$ cat src/rtl/ddr3_cmd_sequencer.sv
// DDR3 command-path sequencer: JEDEC power-up/MRS init, closed-page single-burst
// read/write (ACT then CAS with auto-precharge), periodic auto-refresh and DQ window strobes.
module ddr3_cmd_sequencer #(
    parameter int CL       = 7,
    parameter int CWL      = 6,
    parameter int T_RCD    = 7,
    parameter int T_RP     = 7,
    parameter int T_RAS    = 20,
    parameter int T_WR     = 8,
    parameter int T_RFC    = 59,
    parameter int T_REFI   = 4160,
    parameter int T_RST    = 200,
    parameter int T_CKE    = 500,
    parameter int T_XPR    = 64,
    parameter int T_MRD    = 4,
    parameter int T_MOD    = 12,
    parameter int T_ZQINIT = 512
) (
    input  logic        ck,
    input  logic        resetbar,
    input  logic        req_valid,
    output logic        req_ready,
    input  logic        req_we,
    input  logic [25:0] req_addr,
    output logic        init_done,
    output logic        ddr_resetbar,
    output logic        ddr_cke,
    output logic        ddr_csbar,
    output logic        ddr_rasbar,
    output logic        ddr_casbar,
    output logic        ddr_webar,
    output logic [2:0]  ddr_ba,
    output logic [13:0] ddr_a,
    output logic        wr_dq_en,
    output logic        rd_capture_en
);

    localparam int CNT_W    = 16;
    localparam int RD_HOLD  = ((T_RAS - T_RCD) > (CL + 4)) ? (T_RAS - T_RCD) : (CL + 4);
    localparam int WR_RECOV = CWL + 4 + T_WR + T_RP;
    localparam int RD_RECOV = RD_HOLD + T_RP;

    localparam logic [3:0] CMD_NOP = 4'b0111;
    localparam logic [3:0] CMD_ACT = 4'b0011;
    localparam logic [3:0] CMD_RD  = 4'b0101;
    localparam logic [3:0] CMD_WR  = 4'b0100;
    localparam logic [3:0] CMD_REF = 4'b0001;
    localparam logic [3:0] CMD_MRS = 4'b0000;
    localparam logic [3:0] CMD_ZQ  = 4'b0110;

    // Each wait state is named after the command that was just issued on entry.
    typedef enum logic [3:0] {
        S_RST_HOLD, S_CKE_WAIT, S_XPR_WAIT, S_MR2, S_MR3, S_MR1, S_MR0,
        S_ZQ_WAIT, S_IDLE, S_RCD_WAIT, S_RECOV, S_RFC_WAIT
    } state_e;

    state_e             state_q, state_d;
    logic [CNT_W-1:0]   cnt_q, cnt_d;
    logic [CNT_W-1:0]   refi_q, refi_d;
    logic               ref_pend_q, ref_pend_d;
    logic               clr_ref;
    logic               we_q, we_d;
    logic [12:0]        addr_q, addr_d;
    logic               init_q, init_d;
    logic               rstb_q, rstb_d;
    logic               cke_q, cke_d;
    logic [3:0]         cmd_q, cmd_d;
    logic [2:0]         ba_q, ba_d;
    logic [13:0]        a_q, a_d;
    logic               wr_en_q, wr_en_d;
    logic               rd_en_q, rd_en_d;

    // Counter value seen on the edge that ends an n-cycle wait started at state entry.
    function automatic logic [CNT_W-1:0] lim(input int n);
        return CNT_W'(n - 1);
    endfunction

    function automatic logic in_burst(input logic [CNT_W-1:0] c, input int lat);
        return (c >= CNT_W'(lat - 1)) && (c <= CNT_W'(lat + 2));
    endfunction

    always_comb begin
        state_d = state_q;
        cnt_d   = cnt_q + 1'b1;
        cmd_d   = CMD_NOP;
        ba_d    = '0;
        a_d     = '0;
        rstb_d  = rstb_q;
        cke_d   = cke_q;
        init_d  = init_q;
        we_d    = we_q;
        addr_d  = addr_q;
        wr_en_d = 1'b0;
        rd_en_d = 1'b0;
        clr_ref = 1'b0;
        case (state_q)
            S_RST_HOLD: if (cnt_q == lim(T_RST)) begin
                rstb_d = 1'b1; state_d = S_CKE_WAIT; cnt_d = '0;
            end
            S_CKE_WAIT: if (cnt_q == lim(T_CKE)) begin
                cke_d = 1'b1; state_d = S_XPR_WAIT; cnt_d = '0;
            end
            S_XPR_WAIT: if (cnt_q == lim(T_XPR)) begin
                cmd_d = CMD_MRS; ba_d = 3'd2; a_d = 14'h0008; state_d = S_MR2; cnt_d = '0;
            end
            S_MR2: if (cnt_q == lim(T_MRD)) begin
                cmd_d = CMD_MRS; ba_d = 3'd3; a_d = 14'h0000; state_d = S_MR3; cnt_d = '0;
            end
            S_MR3: if (cnt_q == lim(T_MRD)) begin
                cmd_d = CMD_MRS; ba_d = 3'd1; a_d = 14'h0004; state_d = S_MR1; cnt_d = '0;
            end
            S_MR1: if (cnt_q == lim(T_MRD)) begin
                cmd_d = CMD_MRS; ba_d = 3'd0; a_d = 14'h0930; state_d = S_MR0; cnt_d = '0;
            end
            S_MR0: if (cnt_q == lim(T_MOD)) begin
                cmd_d = CMD_ZQ; a_d = 14'h0400; state_d = S_ZQ_WAIT; cnt_d = '0;
            end
            S_ZQ_WAIT: if (cnt_q == lim(T_ZQINIT)) begin
                init_d = 1'b1; state_d = S_IDLE; cnt_d = '0;
            end
            S_IDLE: begin
                cnt_d = '0;
                // Refresh wins over a waiting request; req_ready is low meanwhile.
                if (ref_pend_q) begin
                    cmd_d = CMD_REF; clr_ref = 1'b1; state_d = S_RFC_WAIT;
                end else if (req_valid && init_q) begin
                    cmd_d   = CMD_ACT;
                    ba_d    = req_addr[12:10];
                    a_d     = {1'b0, req_addr[25:13]};
                    we_d    = req_we;
                    addr_d  = req_addr[12:0];
                    state_d = S_RCD_WAIT;
                end
            end
            S_RCD_WAIT: if (cnt_q == lim(T_RCD)) begin
                cmd_d   = we_q ? CMD_WR : CMD_RD;
                ba_d    = addr_q[12:10];
                a_d     = {3'b000, 1'b1, addr_q[9:0]};
                state_d = S_RECOV;
                cnt_d   = '0;
            end
            S_RECOV: begin
                wr_en_d = we_q && in_burst(cnt_q, CWL);
                rd_en_d = !we_q && in_burst(cnt_q, CL);
                if (cnt_q == lim(we_q ? WR_RECOV : RD_RECOV)) begin
                    state_d = S_IDLE; cnt_d = '0;
                end
            end
            S_RFC_WAIT: if (cnt_q == lim(T_RFC)) begin
                state_d = S_IDLE; cnt_d = '0;
            end
            default: begin
                state_d = S_RST_HOLD; cnt_d = '0;
            end
        endcase
    end

    // Refresh interval timer free-runs once init completes; a second expiry while
    // a refresh is still owed collapses into the one already pending.
    always_comb begin
        refi_d     = refi_q;
        ref_pend_d = ref_pend_q;
        if (clr_ref) ref_pend_d = 1'b0;
        if (init_q) begin
            if (refi_q == lim(T_REFI)) begin
                refi_d     = '0;
                ref_pend_d = 1'b1;
            end else begin
                refi_d = refi_q + 1'b1;
            end
        end
    end

    always_ff @(posedge ck or negedge resetbar) begin
        if (!resetbar) begin
            state_q    <= S_RST_HOLD;
            cnt_q      <= '0;
            refi_q     <= '0;
            ref_pend_q <= 1'b0;
            we_q       <= 1'b0;
            addr_q     <= '0;
            init_q     <= 1'b0;
            rstb_q     <= 1'b0;
            cke_q      <= 1'b0;
            cmd_q      <= 4'b1111;
            ba_q       <= '0;
            a_q        <= '0;
            wr_en_q    <= 1'b0;
            rd_en_q    <= 1'b0;
        end else begin
            state_q    <= state_d;
            cnt_q      <= cnt_d;
            refi_q     <= refi_d;
            ref_pend_q <= ref_pend_d;
            we_q       <= we_d;
            addr_q     <= addr_d;
            init_q     <= init_d;
            rstb_q     <= rstb_d;
            cke_q      <= cke_d;
            cmd_q      <= cmd_d;
            ba_q       <= ba_d;
            a_q        <= a_d;
            wr_en_q    <= wr_en_d;
            rd_en_q    <= rd_en_d;
        end
    end

    assign req_ready     = (state_q == S_IDLE) && init_q && !ref_pend_q;
    assign init_done     = init_q;
    assign ddr_resetbar  = rstb_q;
    assign ddr_cke       = cke_q;
    assign ddr_csbar     = cmd_q[3];
    assign ddr_rasbar    = cmd_q[2];
    assign ddr_casbar    = cmd_q[1];
    assign ddr_webar     = cmd_q[0];
    assign ddr_ba        = ba_q;
    assign ddr_a         = a_q;
    assign wr_dq_en      = wr_en_q;
    assign rd_capture_en = rd_en_q;

endmodule

$ cat config.mk
export PLATFORM = sky130hd
export DESIGN_NAME = ddr3_cmd_sequencer
export DESIGN_NICKNAME = d
export VERILOG_FILES = /design/src/rtl/ddr3_cmd_sequencer.sv
export SDC_FILE = /design/constraint.sdc
export NUM_CORES = 1
export LEC_CHECK = 0
export ABC_AREA = 1
export CAP_MARGIN = 0
export CORE_AREA = 4 4 97 99
export CTS_BUF_LIST = sky130_fd_sc_hd__clkbuf_16
export DETAILED_ROUTE_END_ITERATION = 10
export DIE_AREA = 0 0 101 103
export PLACE_DENSITY = 0.73
export SYNTH_ARGS = -nofsm -noshare
export SYNTH_HDL_FRONTEND = slang
export SYNTH_SLANG_ARGS = --single-unit
$ cat constraint.sdc
create_clock -name ck -period 2.9 [get_ports ck]
set_input_delay 0.58 -clock ck [delete_from_list [all_inputs] [get_ports ck]]
set_output_delay 0.58 -clock ck [all_outputs]
set_load 0.02 [all_outputs]
==> results.py, run 1 <==
metrics = {
    "status": {
        "outcome": "finished clean",
    },
    "yosys": {
        "yosysTopAreaCell": "dfrtp_1",
        "ys_seq_elements": 76,
        "ys_warn_count": 0,
        "postSynth.asyncResetShare_pct": 100.0,
        "synth_flop_cell": "dfrtp_1",
        "synth_edf_count": 0,
        "syn_avg_cell_area_um2": 7.991,
        "ys_types": 45,
        "synth_top_area_share_pct": 42.95,
        "ys_top_cells_by_area": "dfrtp_1 (43%), nand2_1 (13%), nand3_1 (6.0%), nor2_1 (4.9%), inv_1 (3.5%)",
        "netlist_area_um2": 4195,
        "netlist_instances": 525,
        "synth-seq-area-share_pct": 45.45,
    },
    "setup_path": {
        "reg2reg_from": "cnt_q[0]",
        "required_ns": 2.32,
        "path_cells": "nor2_2 > nand2_1 > nor2_1 > inv_1 > nor2_1 > dlymetal6s2s_1",
        "path_max_fanout": 6,
        "crit_path_start_kind": "register",
        "critPathArrivalTime_ns": 1.79,
        "slowest_stage": "dfrtp_1",
        "worstSetupPathType": "reg2out",
        "startpoint": "state_q[0]",
        "cp_common_cell": "nor2_1",
        "max_stage_delay_ns": 0.43,
        "worstSetupEndpointType": "output pin",
    },
    "layout": {
        "utilization_pct": 60.14,
        "multi_input_area_um2": 2013,
        "antenna-diode-count": 0,
        "fill_cells": 776,
        "postLayoutCellArea_um2": 5142,
        "seq_area_um2": 1907,
        "layout.nets": 620,
        "drive_gt1_share_pct": 13.61,
        "layout.cells.non_filler": 696,
        "area_growth_syn_to_layout_pct": 22.58,
    },
    "sta": {
        "tightest_slew_ns": 0.9454,
        "maxSlewHeadroom_pct": 36.97,
        "hold_viol_final": 0,
        "fmax_mhz": 421.2,
        "fin_ws_ns": 0.5261,
        "slew_viol_final": 0,
        "clock_skew_ns": 0.006647,
        "period_needed_ns": 2.374,
        "setup_viol": 0,
        "setup_tns_ns": 0,
        "rsz0062_at_grt": "false",
        "period_share_pct": 81.86,
        "worst_hold_slack_ns": 0.3888,
    },
    "global_routing": {
        "grt_pass1_wl_um": 16410,
        "grt-ovfl-total": 0,
        "antenna_found_initial": 0,
        "grt_pass1_vias": 3565,
        "grt_max_degree": 77,
        "grt_use_total_pct": 19.64,
    },
    "placement": {
        "dp.cells": 680,
        "port_buffers": 55,
        "place_ws_ns": 0.4670,
        "dp_hpwl_um": 7003,
        "placed_area_um2": 4815,
        "gp_congestion": 0.8759,
    },
    "floorplanning": {
        "die_h_um": 103,
        "core_um2": 8551,
        "dieArea_um2": 10400,
        "pin_count": 57,
        "start_util_pct": 49.06,
        "dieWidth_um": 101,
        "fp-row-count": 34,
    },
    "min_path": {
        "hold_path.class": "in2async",
    },
    "clock_network": {
        "htreeDepth": 3,
        "cts-root-buf": "clkbuf_16",
        "clkTransAtPathRegs_ns": 0.06,
        "numCtsBuffers": 9,
        "cts_max_path_buffers": 2,
        "clock_latency_ns": 0.34,
        "postCtsHoldBufs": 0,
        "clkSinkCount": 76,
        "cts_resized": 0,
        "cts_tree": "built",
        "post_cts_buffers": 0,
    },
    "power_and_ir_drop": {
        "max-vdd-ir-drop_uv": 341.1,
        "fin_total_pwr_mw": 2.332,
        "power_leakage_nw": 2.412,
        "power_density_nw_per_um2": 453.5,
    },
    "job": {
        "drv_cap": 0,
    },
    "route": {
        "ant_nets": 0,
        "wl_per_cell_um": 13.56,
        "viasPerCell": 5.174,
        "via_count": 3601,
        "drt-total-wl_um": 9437,
        "drt_first_iter_violations": 211,
        "dr.pass1.iters": 5,
        "drc": 0,
    },
}
[routing by layer]
metal | vias to the layer above | GRT usage (%) | part of all wire, %
met5 | - | 0 | 0
met4 | 0 | 5.624 | 1.3
met3 | 14 | 3.248 | 4.1
met2 | 85 | 33.67 | 50
met1 | 1681 | 25.75 | 44
li1 | 1821 | - | -
[synth_stat cells, types with 3 or more instances]
library cell  instances
ha_1                  7
a21oi_2              10
nor2_4                8
o21ai_0              14
buf_2                 3
nand2_2              10
xnor2_1               4
nor2_2                9
buf_4                 5
nor3_1               12
nand3_1              50
dfstp_2               4
nand2_1             146
inv_1                39
nand4_1              13
dfrtp_1              72
a21oi_1               9
nor2_1               55
o211ai_1              4
xor2_1                8
inv_2                12
[final cells by class]
class	count	area share (%)
clock buffers	9	4.380
clock inverters	7	1.946
inverters	52	3.820
multi-input cells	387	39.15
flip-flops and latches	76	37.08
well taps	108	2.628
repair buffers	57	11.00
[worst max-delay path, delay by kind of cell (launching register included)]
kind,cells,cell delay [ns]
and+or+nand+nor,4,0.71
DFF,1,0.43
buffers and inverters,2,0.32
[sequential cells by signal, summed over array words and instances (netlist names)]
name,cells
cnt_q,16
refi_q,16
addr_q,13
ddr_a,13
cmd_q,4
state_q,4
ddr_ba,3
ddr_cke,1
ddr_resetbar,1
init_done,1
rd_capture_en,1
ref_pend_q,1
we_q,1
wr_dq_en,1
[worst paths after layout]
check | to | slack [ns] | cells past startpoint
min in group ck | addr_q[0] | 0.47 | 2
worst min register to register | addr_q[0] | 0.47 | 2
worst min-delay path | refi_q[0] | 0.39 | 1
max in group asynchronous | state_q[3] | 1.90 | 1
worst max register to register | state_q[2] | 0.86 | 10
worst max-delay path | req_ready | 0.53 | 6
[where the power goes]
group,total [mW],switching [mW],internal [mW]
logic,0.0618,0.0272,0.0345
clock network,1.21,0.449,0.759
registers,1.06,0.000131,1.06
total,2.33,0.477,1.86
[cells by family after synthesis]
family                   synth area share, %
other                                0.08939
AND/OR/NAND/NOR                        35.40
flip-flops                             45.45
XOR/XNOR                               2.505
AO/OA/AOI/OAI                          7.814
buffers and inverters                  6.650
adder cells (fa/ha/maj)                2.088
[placed cells by master (no fill, tap or decap), types with 12 or more instances in the layout]
cell type / netlist / layout
nand2_1: 146 / 146
dfrtp_1: 72 / 72
nor2_1: 55 / 55
clkdlybuf4s50_1: 0 / 53
nand3_1: 50 / 50
inv_1: 39 / 39
o21ai_0: 14 / 14
nand4_1: 13 / 13
inv_2: 12 / 12
nor3_1: 12 / 12
No activity file was read; power rests on OpenSTA's default activity.
==> run 2: changes to the inputs <==
- clock period: 2.9 -> 2.4 ns (I/O delays scaled with it)
==> run 2 against run 1 <==
- critical path type unchanged
- sequential share of layout area decreased by 0.081 points
- global-route usage decreased by 0.13 points
- non-clock buffer count increased by 4
- largest power group unchanged
==> results.py, run 2 (synthesized netlist as in run 1, its figures left out) <==
metrics = {
    "status": {
        "outcome": "finished clean",
    },
    "power_and_ir_drop": {
        "power_leakage_nw": 2.413,
        "switching_share_pct": 20.90,
        "power_density_nw_per_um2": 522.3,
        "clkPwrFrac_pct": 49.4,
        "power_switching_mw": 0.5627,
        "power_frac_seq_pct": 47.7,
        "p_int_mw": 2.129,
        "max-vdd-ir-drop_uv": 334.0,
        "p_comb_share_pct": 2.9,
    },
    "layout": {
        "utilization_pct": 60.27,
        "drive_gt1_share_pct": 14.19,
        "layout.nets": 624,
        "antenna-diode-count": 0,
        "layout_commonest_cell": "nand2_1",
        "postLayoutCellArea_um2": 5154,
        "reg.largest.list": "cnt_q (16), refi_q (16)",
        "fill_cells": 761,
        "area_growth_syn_to_layout_pct": 22.85,
        "layout.cells.non_filler": 700,
        "layout_common_cells": "nand2_1 (146), dfrtp_1 (72), nor2_1 (55)",
    },
    "sta": {
        "fin_ws_ns": 0.1615,
        "clock_skew_ns": 0.007261,
        "tightest_slew_ns": 0.5660,
        "slew_viol_final": 0,
        "period_needed_ns": 2.238,
        "setup_tns_ns": 0,
        "fmax_mhz": 446.7,
        "maxSlewHeadroom_pct": 62.23,
        "period_share_pct": 93.27,
        "rsz0062_at_grt": "false",
        "setup_viol": 0,
        "hold_viol_final": 0,
    },
    "global_routing": {
        "grt_use_total_pct": 19.50,
        "grt-ovfl-total": 0,
        "busiest_layer": "met2",
        "grtUsageMet1_pct": 25.58,
        "grt_pass1_wl_um": 16120,
        "grt_max_degree": 54,
        "grt_util_met2_pct": 32.51,
        "use_met3_pct": 4.060,
        "antenna_found_initial": 0,
        "grt_pass1_vias": 3477,
    },
    "placement": {
        "dp_hpwl_um": 7359,
        "port_buffers": 55,
        "dp.cells": 684,
        "place_ws_ns": 0.1679,
        "gp_congestion": 0.9622,
        "placed_area_um2": 4857,
    },
    "setup_path": {
        "worstSetupPathType": "reg2out",
        "required_ns": 1.92,
        "crit_path_start_kind": "register",
        "worstSetupEndpointType": "output pin",
        "critPathArrivalTime_ns": 1.76,
        "path_max_fanout": 6,
    },
    "clock_network": {
        "clkTransAtPathRegs_ns": 0.06,
        "cts_max_path_buffers": 2,
        "post_cts_buffers": 0,
        "htreeDepth": 3,
        "postCtsHoldBufs": 0,
        "clock_latency_ns": 0.33,
        "numCtsBuffers": 9,
        "clkSinkCount": 76,
        "cts_tree": "built",
        "cts-root-buf": "clkbuf_16",
    },
    "min_path": {
        "hold_path.class": "in2async",
    },
    "route": {
        "via_count": 3652,
        "dr.pass1.iters": 6,
        "ant_nets": 0,
        "drt_first_iter_violations": 208,
        "drt-total-wl_um": 9777,
        "viasPerCell": 5.217,
        "wl_per_cell_um": 13.97,
        "drc": 0,
    },
    "job": {
        "drv_cap": 0,
    },
    "floorplanning": {
        "pin_count": 57,
        "die_h_um": 103,
        "dieWidth_um": 101,
        "start_util_pct": 49.06,
        "fp-row-count": 34,
        "core_um2": 8551,
        "dieArea_um2": 10400,
    },
}
run 2: final cells by class:
cell class	instances	area, um^2	share of cell area (%)
multi-input combinational	387	2018	39.16
sequential	76	1907	37.00
timing repair buffer	61	604.3	11.73
clock buffer	9	225.2	4.370
inverter	52	196.4	3.812
tap	108	135.1	2.622
clock inverter	7	67.56	1.311
run 2: worst paths after layout:
path                              to  cells after the start  slack [ns]        from
max in group asynchronous   cmd_q[1]                      2        1.74    resetbar
min reg2reg                addr_q[2]                      2        0.47   addr_q[2]
max reg2reg                 cnt_q[1]                      8        0.35    cnt_q[0]
min in group ck            addr_q[2]                      2        0.47   addr_q[2]
min                          ddr_cke                      1        0.05    resetbar
max                        req_ready                      6        0.16  state_q[0]
run 2: power groups by stage:
stage / Clock [mW] / Combinational [mW] / Sequential, mW
2_1_floorplan: 0 / 0.00281 / 1.31
3_3_place_gp: 0 / 0.0811 / 1.31
3_5_place_dp: 0 / 0.0815 / 1.31
4_1_cts: 1.35 / 0.0820 / 1.28
5_1_grt: 1.43 / 0.0879 / 1.28
6_report: 1.33 / 0.0793 / 1.28
run 2: routing by layer:
metal | up-vias | wire length [um]
li1 | 1824 | -
met1 | 1746 | 4396
met2 | 70 | 4897
met3 | 12 | 350
met4 | 0 | 133
met5 | - | 0
run 2: critical path, stage by stage, from the launching register on:
cell and delay, ns:
dfrtp_1 0.45, nor2_4 0.19, nand2_1 0.09, nor2_1 0.17
inv_1 0.08, nor2_1 0.11, dlygate4sd2_1 0.34
run 2: metrics by stage:
stage	total power, mW	hold WS, ns
floorplan	1.311	0.1844
global placement	1.388	0.4033
CTS	2.717	0.06137
global route	2.799	0.05972
finish	2.692	0.05291
detailed placement	1.388	0.4089
run 2: timing repair:
| item | 4_1_cts | 5_1_grt |
|---|---|---|
| gates resized for setup | 1 | 1 |
| setup endpoints to repair | 1 | 1 |
| gates cloned | 0 | 0 |
| pin swaps | 0 | 0 |
